### config.mk
export PLATFORM = sky130hd
export DESIGN_NAME = kyo_hit_anim_ctrl_flat
export DESIGN_NICKNAME = d
export VERILOG_FILES = /design/src/rtl/kyo_hit_anim_ctrl_if.sv /design/src/rtl/kyo_hit_anim_ctrl.sv /design/src/flat_wrapper.sv
export SDC_FILE = /design/constraint.sdc
export NUM_CORES = 1
export LEC_CHECK = 0
export ABC_AREA = 1
export BUFFER_PORTS_ARGS = -buffer_cell sky130_fd_sc_hd__buf_2
export CAP_MARGIN = 20
export CORE_MARGIN = 2
export CORE_UTILIZATION = 54
export DETAILED_ROUTE_END_ITERATION = 12
export PLACE_DENSITY = 0.79
export SYNTH_ARGS = -nofsm -noshare
export SYNTH_HDL_FRONTEND = slang
export SYNTH_SLANG_ARGS = --single-unit
export TNS_END_PERCENT = 100
### constraint.sdc
create_clock -name vga_clk -period 4.05 [get_ports vga_clk]
set_input_delay 0.81 -clock vga_clk [delete_from_list [all_inputs] [get_ports vga_clk]]
set_output_delay 0.81 -clock vga_clk [all_outputs]
set_load 0.01 [all_outputs]
### src/rtl/kyo_hit_anim_ctrl_if.sv
// rtl/kyo_hit_anim_ctrl_if.sv - scan/trigger inputs and sprite address outputs of the Kyo hit animation
// Signals:
//   vsync                          VGA vsync (active-low, rising edge = frame boundary)
//   trigger, flip                  start request and horizontal mirror select
//   pos_x, pos_y                   sprite top-left corner in screen pixels
//   draw_x, draw_y                 current scan position
//   rom_address                    registered sprite ROM address
//   sprite_on, frame_idx           in-box flag and current frame
//   busy, done                     playing flag and end-of-animation pulse
// Modports: master drives inputs / observes outputs; slave is the controller.
interface kyo_hit_anim_ctrl_if;
    logic        vsync;
    logic        trigger;
    logic        flip;
    logic [9:0]  pos_x;
    logic [9:0]  pos_y;
    logic [9:0]  draw_x;
    logic [9:0]  draw_y;
    logic [13:0] rom_address;
    logic        sprite_on;
    logic [1:0]  frame_idx;
    logic        busy;
    logic        done;

    modport master (
        output vsync, trigger, flip, pos_x, pos_y, draw_x, draw_y,
        input  rom_address, sprite_on, frame_idx, busy, done
    );

    modport slave (
        input  vsync, trigger, flip, pos_x, pos_y, draw_x, draw_y,
        output rom_address, sprite_on, frame_idx, busy, done
    );
endinterface

### src/rtl/kyo_hit_anim_ctrl.sv
// rtl/kyo_hit_anim_ctrl.sv - Kyo hit-reaction animation sequencer and sprite ROM address generator
// Ports:
//   vga_clk   pixel clock, all logic on posedge
//   reset     synchronous active-high reset
//   bus       kyo_hit_anim_ctrl_if.slave (scan position, trigger, ROM address, status)
module kyo_hit_anim_ctrl #(
    parameter int FRAME_W     = 64,
    parameter int FRAME_H     = 64,
    parameter int NUM_FRAMES  = 4,
    parameter int FRAME_TICKS = 6,
    parameter int RETRIGGER   = 1
) (
    input  logic                vga_clk,
    input  logic                reset,
    kyo_hit_anim_ctrl_if.slave  bus
);
    localparam int TICK_W = $clog2(FRAME_TICKS + 1);

    typedef enum logic {IDLE = 1'b0, PLAY = 1'b1} state_t;

    state_t              state_q, state_d;
    logic [1:0]          frame_q, frame_d;
    logic [TICK_W-1:0]   tick_cnt_q, tick_cnt_d;
    logic                flip_q, flip_d;
    logic                vsync_q;
    logic                done_q, done_d;
    logic [13:0]         rom_address_q, rom_address_d;
    logic                sprite_on_q, sprite_on_d;

    logic                tick;
    logic                busy;
    logic [10:0]         dx, dy, col;
    logic                in_box;
    logic [13:0]         addr;

    // Rising edge of the active-low vsync pulse marks the end of a displayed frame.
    assign tick = bus.vsync & ~vsync_q;
    assign busy = (state_q == PLAY);

    always_comb begin
        state_d    = state_q;
        frame_d    = frame_q;
        tick_cnt_d = tick_cnt_q;
        flip_d     = flip_q;
        done_d     = 1'b0;
        case (state_q)
            IDLE: begin
                // A tick coinciding with the trigger is not counted.
                if (bus.trigger) begin
                    state_d    = PLAY;
                    frame_d    = '0;
                    tick_cnt_d = '0;
                    flip_d     = bus.flip;
                end
            end
            PLAY: begin
                // Restart has priority over the final tick, so no done pulse then.
                if (bus.trigger && (RETRIGGER != 0)) begin
                    frame_d    = '0;
                    tick_cnt_d = '0;
                    flip_d     = bus.flip;
                end else if (tick) begin
                    if (tick_cnt_q < TICK_W'(FRAME_TICKS - 1)) begin
                        tick_cnt_d = tick_cnt_q + 1'b1;
                    end else begin
                        tick_cnt_d = '0;
                        if (frame_q < 2'(NUM_FRAMES - 1)) begin
                            frame_d = frame_q + 1'b1;
                        end else begin
                            state_d = IDLE;
                            frame_d = '0;
                            done_d  = 1'b1;
                        end
                    end
                end
            end
            default: state_d = IDLE;
        endcase
    end

    // Address path: the 11-bit differences go negative (bit 10 set) left of /
    // above the sprite, so the box test never wraps around the screen edge.
    always_comb begin
        dx            = {1'b0, bus.draw_x} - {1'b0, bus.pos_x};
        dy            = {1'b0, bus.draw_y} - {1'b0, bus.pos_y};
        in_box        = !dx[10] && (dx < 11'(FRAME_W)) && !dy[10] && (dy < 11'(FRAME_H));
        col           = flip_q ? (11'(FRAME_W - 1) - dx) : dx;
        addr          = 14'(frame_q) * 14'(FRAME_W * FRAME_H)
                      + 14'(dy) * 14'(FRAME_W) + 14'(col);
        rom_address_d = in_box ? addr : 14'd0;
        sprite_on_d   = in_box & busy;
    end

    always_ff @(posedge vga_clk) begin
        if (reset) begin
            state_q       <= IDLE;
            frame_q       <= '0;
            tick_cnt_q    <= '0;
            flip_q        <= 1'b0;
            vsync_q       <= 1'b0;
            done_q        <= 1'b0;
            rom_address_q <= '0;
            sprite_on_q   <= 1'b0;
        end else begin
            state_q       <= state_d;
            frame_q       <= frame_d;
            tick_cnt_q    <= tick_cnt_d;
            flip_q        <= flip_d;
            vsync_q       <= bus.vsync;
            done_q        <= done_d;
            rom_address_q <= rom_address_d;
            sprite_on_q   <= sprite_on_d;
        end
    end

    assign bus.rom_address = rom_address_q;
    assign bus.sprite_on   = sprite_on_q;
    assign bus.frame_idx   = frame_q;
    assign bus.busy        = busy;
    assign bus.done        = done_q;
endmodule
### src/flat_wrapper.sv
// flat-port wrapper written by rule: the top's interface ports become plain ports
module kyo_hit_anim_ctrl_flat 
#(
    parameter int FRAME_W     = 64,
    parameter int FRAME_H     = 64,
    parameter int NUM_FRAMES  = 4,
    parameter int FRAME_TICKS = 6,
    parameter int RETRIGGER   = 1
)
  (vga_clk, reset, bus_vsync, bus_trigger, bus_flip, bus_pos_x, bus_pos_y, bus_draw_x, bus_draw_y, bus_rom_address, bus_sprite_on, bus_frame_idx, bus_busy, bus_done);
  kyo_hit_anim_ctrl_if bus_i ();
  input  logic vga_clk;
  input  logic reset;
  input wire logic [$bits(bus_i.vsync)-1:0] bus_vsync;
  input wire logic [$bits(bus_i.trigger)-1:0] bus_trigger;
  input wire logic [$bits(bus_i.flip)-1:0] bus_flip;
  input wire logic [$bits(bus_i.pos_x)-1:0] bus_pos_x;
  input wire logic [$bits(bus_i.pos_y)-1:0] bus_pos_y;
  input wire logic [$bits(bus_i.draw_x)-1:0] bus_draw_x;
  input wire logic [$bits(bus_i.draw_y)-1:0] bus_draw_y;
  output wire logic [$bits(bus_i.rom_address)-1:0] bus_rom_address;
  output wire logic [$bits(bus_i.sprite_on)-1:0] bus_sprite_on;
  output wire logic [$bits(bus_i.frame_idx)-1:0] bus_frame_idx;
  output wire logic [$bits(bus_i.busy)-1:0] bus_busy;
  output wire logic [$bits(bus_i.done)-1:0] bus_done;
  assign bus_i.vsync = bus_vsync;
  assign bus_i.trigger = bus_trigger;
  assign bus_i.flip = bus_flip;
  assign bus_i.pos_x = bus_pos_x;
  assign bus_i.pos_y = bus_pos_y;
  assign bus_i.draw_x = bus_draw_x;
  assign bus_i.draw_y = bus_draw_y;
  assign bus_rom_address = bus_i.rom_address;
  assign bus_sprite_on = bus_i.sprite_on;
  assign bus_frame_idx = bus_i.frame_idx;
  assign bus_busy = bus_i.busy;
  assign bus_done = bus_i.done;
  kyo_hit_anim_ctrl #(.FRAME_W(FRAME_W), .FRAME_H(FRAME_H), .NUM_FRAMES(NUM_FRAMES), .FRAME_TICKS(FRAME_TICKS), .RETRIGGER(RETRIGGER)) u_core (.vga_clk(vga_clk), .reset(reset), .bus(bus_i));
endmodule
* Word-level counts from Yosys, hierarchy flattened
Index checks and enable logic that the tools add are counted.
** Storage, ports and cells
- Flip-flop bits (word level) :: 24
- Bits of input ports :: 45
- Output and inout bits :: 19
- Word-level logic and storage cells :: 57
** Operators by class
- Add/sub/neg operators :: 7
- Magnitude comparators :: 4
- Equality and inequality tests :: 3
- Mux-type cells :: 20
- Bitwise logic cells :: 6
- Reductions and logical operators :: 9
** Operators by type and width (number)
- $lt 11x7->1 const B :: 2
- $sub 10x10->11 :: 2
- $add 14x11->14 :: 1
- $add 14x14->14 :: 1
- $mux 3 :: 4
- $mux 11 :: 1
- $sub 6x11->11 const A :: 1
- $mux 2 :: 5
- $mux 1 :: 7
- $ne 3x3->1 const B :: 2
- $pmux 3 s2 :: 1
- $reduce_or 5->1 :: 1
- $not 1->1 :: 4
- $pmux 2 s2 :: 1
- $add 3x1->3 const B :: 1
- $logic_and 1x1->1 :: 3
- $lt 3x3->1 const B :: 1
- $reduce_and 3->1 :: 1
- $add 2x1->2 const B :: 1
- $and 1x1->1 :: 2
- $logic_not 1->1 :: 2
- $lt 2x2->1 const B :: 1
- $ne 2x2->1 const B :: 1
- $pmux 1 s2 :: 1
- 2 further kinds :: 2

* Depth between registers and ports, before layout
- Depth after elaboration :: 7
- Mapped depth :: 28
- Gate-level depth less buffers :: 28

* Worst setup path after synthesis
Ideal clock, no wire load.
- Kind :: input -> register
- From :: input port bus_draw_x[0]
- To :: register u_core.rom_address_q[12] (netlist: u_core.bus.rom_address[12])
- Library setup time :: 0.112 ns
- Arrival :: 3.637 ns
- Data required time :: 3.938 ns
- Path slack :: 0.301 ns
- Stages :: 21
- Path buffers :: 0
- Cells stage by stage :: inv_1 -> ha_1 -> inv_1 -> fa_1 -> nand3_1 -> nand2_2 -> nand2_2 -> nand2_2 -> nand2_1 -> nand2_2 -> ha_1 -> inv_1 -> o21ai_0 -> inv_1 -> fa_1 -> o21ai_0 -> a21o_1 -> nand3_1 -> xnor2_1 -> inv_1 -> nor2_4
** Between the ends
- Longest elaborated chain between the ends :: 7
- Elaborated cells on any way between the ends :: 11
- Those cells by class :: add/sub: 3; order compare: 1; mux: 1; bitwise: 1; reduce/logical: 5
** RTL lines
- start, declared :: RTL line flat_wrapper.sv:19 : input wire logic [$bits(bus_i.draw_x)-1:0] bus_draw_x;
- $sub 10x10->11 (*) :: RTL line kyo_hit_anim_ctrl.sv:84 : dx = {1'b0, bus.draw_x} - {1'b0, bus.pos_x};
- parallel branches: the longest is 6 deep, another holds $add 14x11->14
- end signal, assigned :: RTL line kyo_hit_anim_ctrl.sv:111 : rom_address_q <= rom_address_d;
- end, declared :: RTL line kyo_hit_anim_ctrl.sv:27 : logic [13:0] rom_address_q, rom_address_d;
Every way passes the cells marked *.
A chain may end at the register's enable or synchronous reset.

* Worst setup path after layout
Ends and elaborated chain as after synthesis.

==> results.yml <==
floorplanning:
  io_pins: 64
  row_count: 24
  die_height_um: 72.0
  core-area_sq_um: 4410
  die_x_um: 72.0
  die_area_sq_um: 5190
  initial_core_util_pct: 56.6
worst_hold_path:
  worst_hold_path_type: "register to register"
cells_and_area:
  post-route-util_pct: 65.8
  final-instance-count-excl-fill: 475
  layout-area-overhead-vs-synth_pct: 16.2
  design.final.nets: 502
  drive_gt1_share_pct: 26.7
  fill_cells: 415
  num_antenna_cells: 0
sta:
  maxSlewHeadroom_pct: 59.7
  min_period_ps: 3710
  totalNegativeSetupSlack_ps: 0
  hold_violations: 0
  fin_hold_ws_ps: 496
  rsz0062_at_grt: "false"
  worst-slew-pin-transition_ps: 597
  setup_slack_ps: 340
  maximum_clock_skew_at_final_layout_ps: 9.73
  slew_violations: 0
  highest_clock_rate_mhz: 270
  min_period_over_period_pct: 91.6
  report.final.setup_viol: 0
logic_synthesis:
  yosysSeqAreaShare_pct: 19.2
  synth_edf_count: 0
  mappedNetlistNets: 435
  yosysUniqueCellTypes: 36
  synthesis.area_sq_um: 2500
  yosysWarningCount: 0
  synth.ff_latch_count: 24
  postSynthAreaPerCell_sq_um: 6.98
  synth_async_sr_flop_share_pct: 0
  postSynthCellCount: 358
  synth_ff_type: "dfxtp_1"
clock_network:
  worst_skew_pair_latency_ps: 260
  clk_pin_slew_worst_paths_ps: 80
  clock_tree.htree_level_count: 1
  max-clock-path-buffers: 2
  ctsRootBufferMaster: "clkbuf_8"
  cts_hold_buf: 0
  clock-sinks: 24
  post_cts.resized_instances: 0
  cts_setup_buffers: 0
  tritoncts: "done"
  cts-buffers-inserted: 3
routing:
  drt_iter0_markers: 76
  avgRoutedWirePerCell_um: 9.69
  totalWireLength_mm: 4.60
  drc: 0
  vias_per_cell: 4.79
  route.met3.wl_um: 212
  routed-wl-met2_mm: 2.07
  detailroute.via_count: 2273
  dr.max_layer_used: "met4"
  antenna_violating_nets_post_route: 0
  met1Wirelength_mm: 2.29
  detailedRoute.firstPassIterationCount: 4
setup_path:
  worst-endpoint-arrival_ps: 3910
  cp_max_fo: 3
  worstPathRequired_ps: 4250
  worst_setup_path_category: "input port to register"
  endpoint_kind: "register"
  critPathLaunchType: "input port"
grt:
  grt_pass1_vias: 2055
  antenna_violations_before_repair: 0
  wire_length_of_the_first_global_routing_pass_mm: 8.20
  largest_net_degree_at_the_start_of_global_routing: 16
  grt_usage_pct: 18.7
  globalRouteOverflowTotal: 0
placement:
  gp_congestion: 0.852
  numPortBuffers: 63
  post-place-ws_ps: 47.1
  dpl.cell_count: 472
  hpwl_mm: 4.02
run:
  cap_violations: 0
power:
  power_frac_seq_pct: 30.2
  power_density_nw_per_um2: 279
  power_leakage_nw: 1.67
  power.switching_uw: 327
  p_sw_share_pct: 40.4
  p_int_uw: 482
  part_of_the_total_power_dissipated_in_the_clock_network_pct: 16.4
  combinationalPowerShare_pct: 53.4
  ir_worst_vdd_v: 0.000129
outcome:
  outcome: "finished, final reports clean"
metal layers:
metal  global-route usage [%]  vias up
li1                         -     1251
met1                     25.9      969
met2                     31.8       49
met3                     1.39        4
met4                     4.61        0
met5                        0        -
layout make-up:
cell class                      count  area (sq um)  area share, %
Multi-Input combinational cell    259          1720           59.2
Sequential cell                    24           480           16.5
Timing Repair Buffer               64           323           11.1
Inverter                           73           274           9.44
Tap cell                           52          65.1           2.24
Clock buffer                        3          41.3           1.42
kinds of logic (layout without fill, tap and decap cells):
family,after synthesis,count (layout),synth area share [%]
xor gates and xnor gates,19,19,6.66
AOI/OAI and AO/OA,34,34,8.11
and+or+nand+nor,174,174,37.1
adders and majority gates,32,32,16.9
DFF,24,24,19.2
buffers and inverters,75,140,12.0
power groups by stage:
stage,logic (mW),registers (mW),clock network [mW]
after floorplan,0.351,0.248,0
after global placement,0.424,0.250,0
after detailed placement,0.432,0.250,0
after CTS,0.435,0.245,0.132
after global routing,0.495,0.245,0.143
final,0.432,0.245,0.133
per-stage QoR:
step                      power (mW)  cell area, sq um
after global routing           0.883              2900
final                          0.809              2900
after floorplan                0.599              2500
after global placement         0.674              2860
after detailed placement       0.682              2860
after CTS                      0.811              2900
critical path, stage by stage:
cell and delay, ps:
buf_2 90, inv_1 40, ha_1 180, inv_1 80
fa_1 400, nand3_1 100, nand2_2 80, nand2_2 80
nand2_2 60, nand2_1 70, nand2_2 80, ha_1 280
inv_1 30, o21ai_0 210, inv_1 100, fa_1 450
o21ai_0 240, a21o_1 140, nand3_1 70, xnor2_1 130
inv_1 80, nor2_4 90
path summary, 6_finish.rpt:
kind                        startpoint                          to  slack, ps  cells after the start
hold reg to reg   u_core.tick_cnt_q[1]        u_core.tick_cnt_q[1]        500                      2
setup / recovery         bus_draw_x[0]  u_core.bus.rom_address[12]        340                     22
hold / removal    u_core.tick_cnt_q[1]        u_core.tick_cnt_q[1]        500                      2
setup reg to reg         u_core.flip_q  u_core.bus.rom_address[12]       1580                     10
synthesized netlist by cell type, types with 3 or more instances:
| master | number | area share (%) |
|---|---|---|
| nand3_2 | 4 | 1.6 |
| nand2_1 | 72 | 11 |
| xor2_1 | 9 | 3.2 |
| a21oi_1 | 15 | 3.0 |
| fa_1 | 3 | 2.4 |
| ha_1 | 29 | 15 |
| inv_1 | 72 | 11 |
| a21oi_2 | 3 | 1.1 |
| o21ai_0 | 6 | 1.2 |
| nand3_1 | 21 | 4.2 |
| dfxtp_1 | 24 | 19 |
| nand4_1 | 4 | 1.0 |
| xnor2_1 | 10 | 3.5 |
| nand2_2 | 17 | 4.3 |
| nor2_1 | 29 | 4.4 |
| nor2_4 | 12 | 5.4 |
| nor3_1 | 4 | 0.80 |
layout by cell type (no fill, tap or decap), types with 6 or more instances in the layout:
master	netlist	routed
nor2_1	29	29
o21ai_0	6	6
nand3_1	21	21
ha_1	29	29
xor2_1	9	9
buf_2	1	63
dfxtp_1	24	24
inv_1	72	72
nand2_1	72	72
nor2_4	12	12
a21oi_1	15	15
nand2_2	17	17
xnor2_1	10	10
state kept, by name, summed over array words and instances (netlist names):
name                    count
u_core.bus.rom_address     14
u_core.tick_cnt_q           3
u_core.bus.frame_idx        2
u_core.bus.busy             1
u_core.bus.done             1
u_core.bus.sprite_on        1
u_core.flip_q               1
u_core.vsync_q              1
Power figures use the tool's default switching activity.
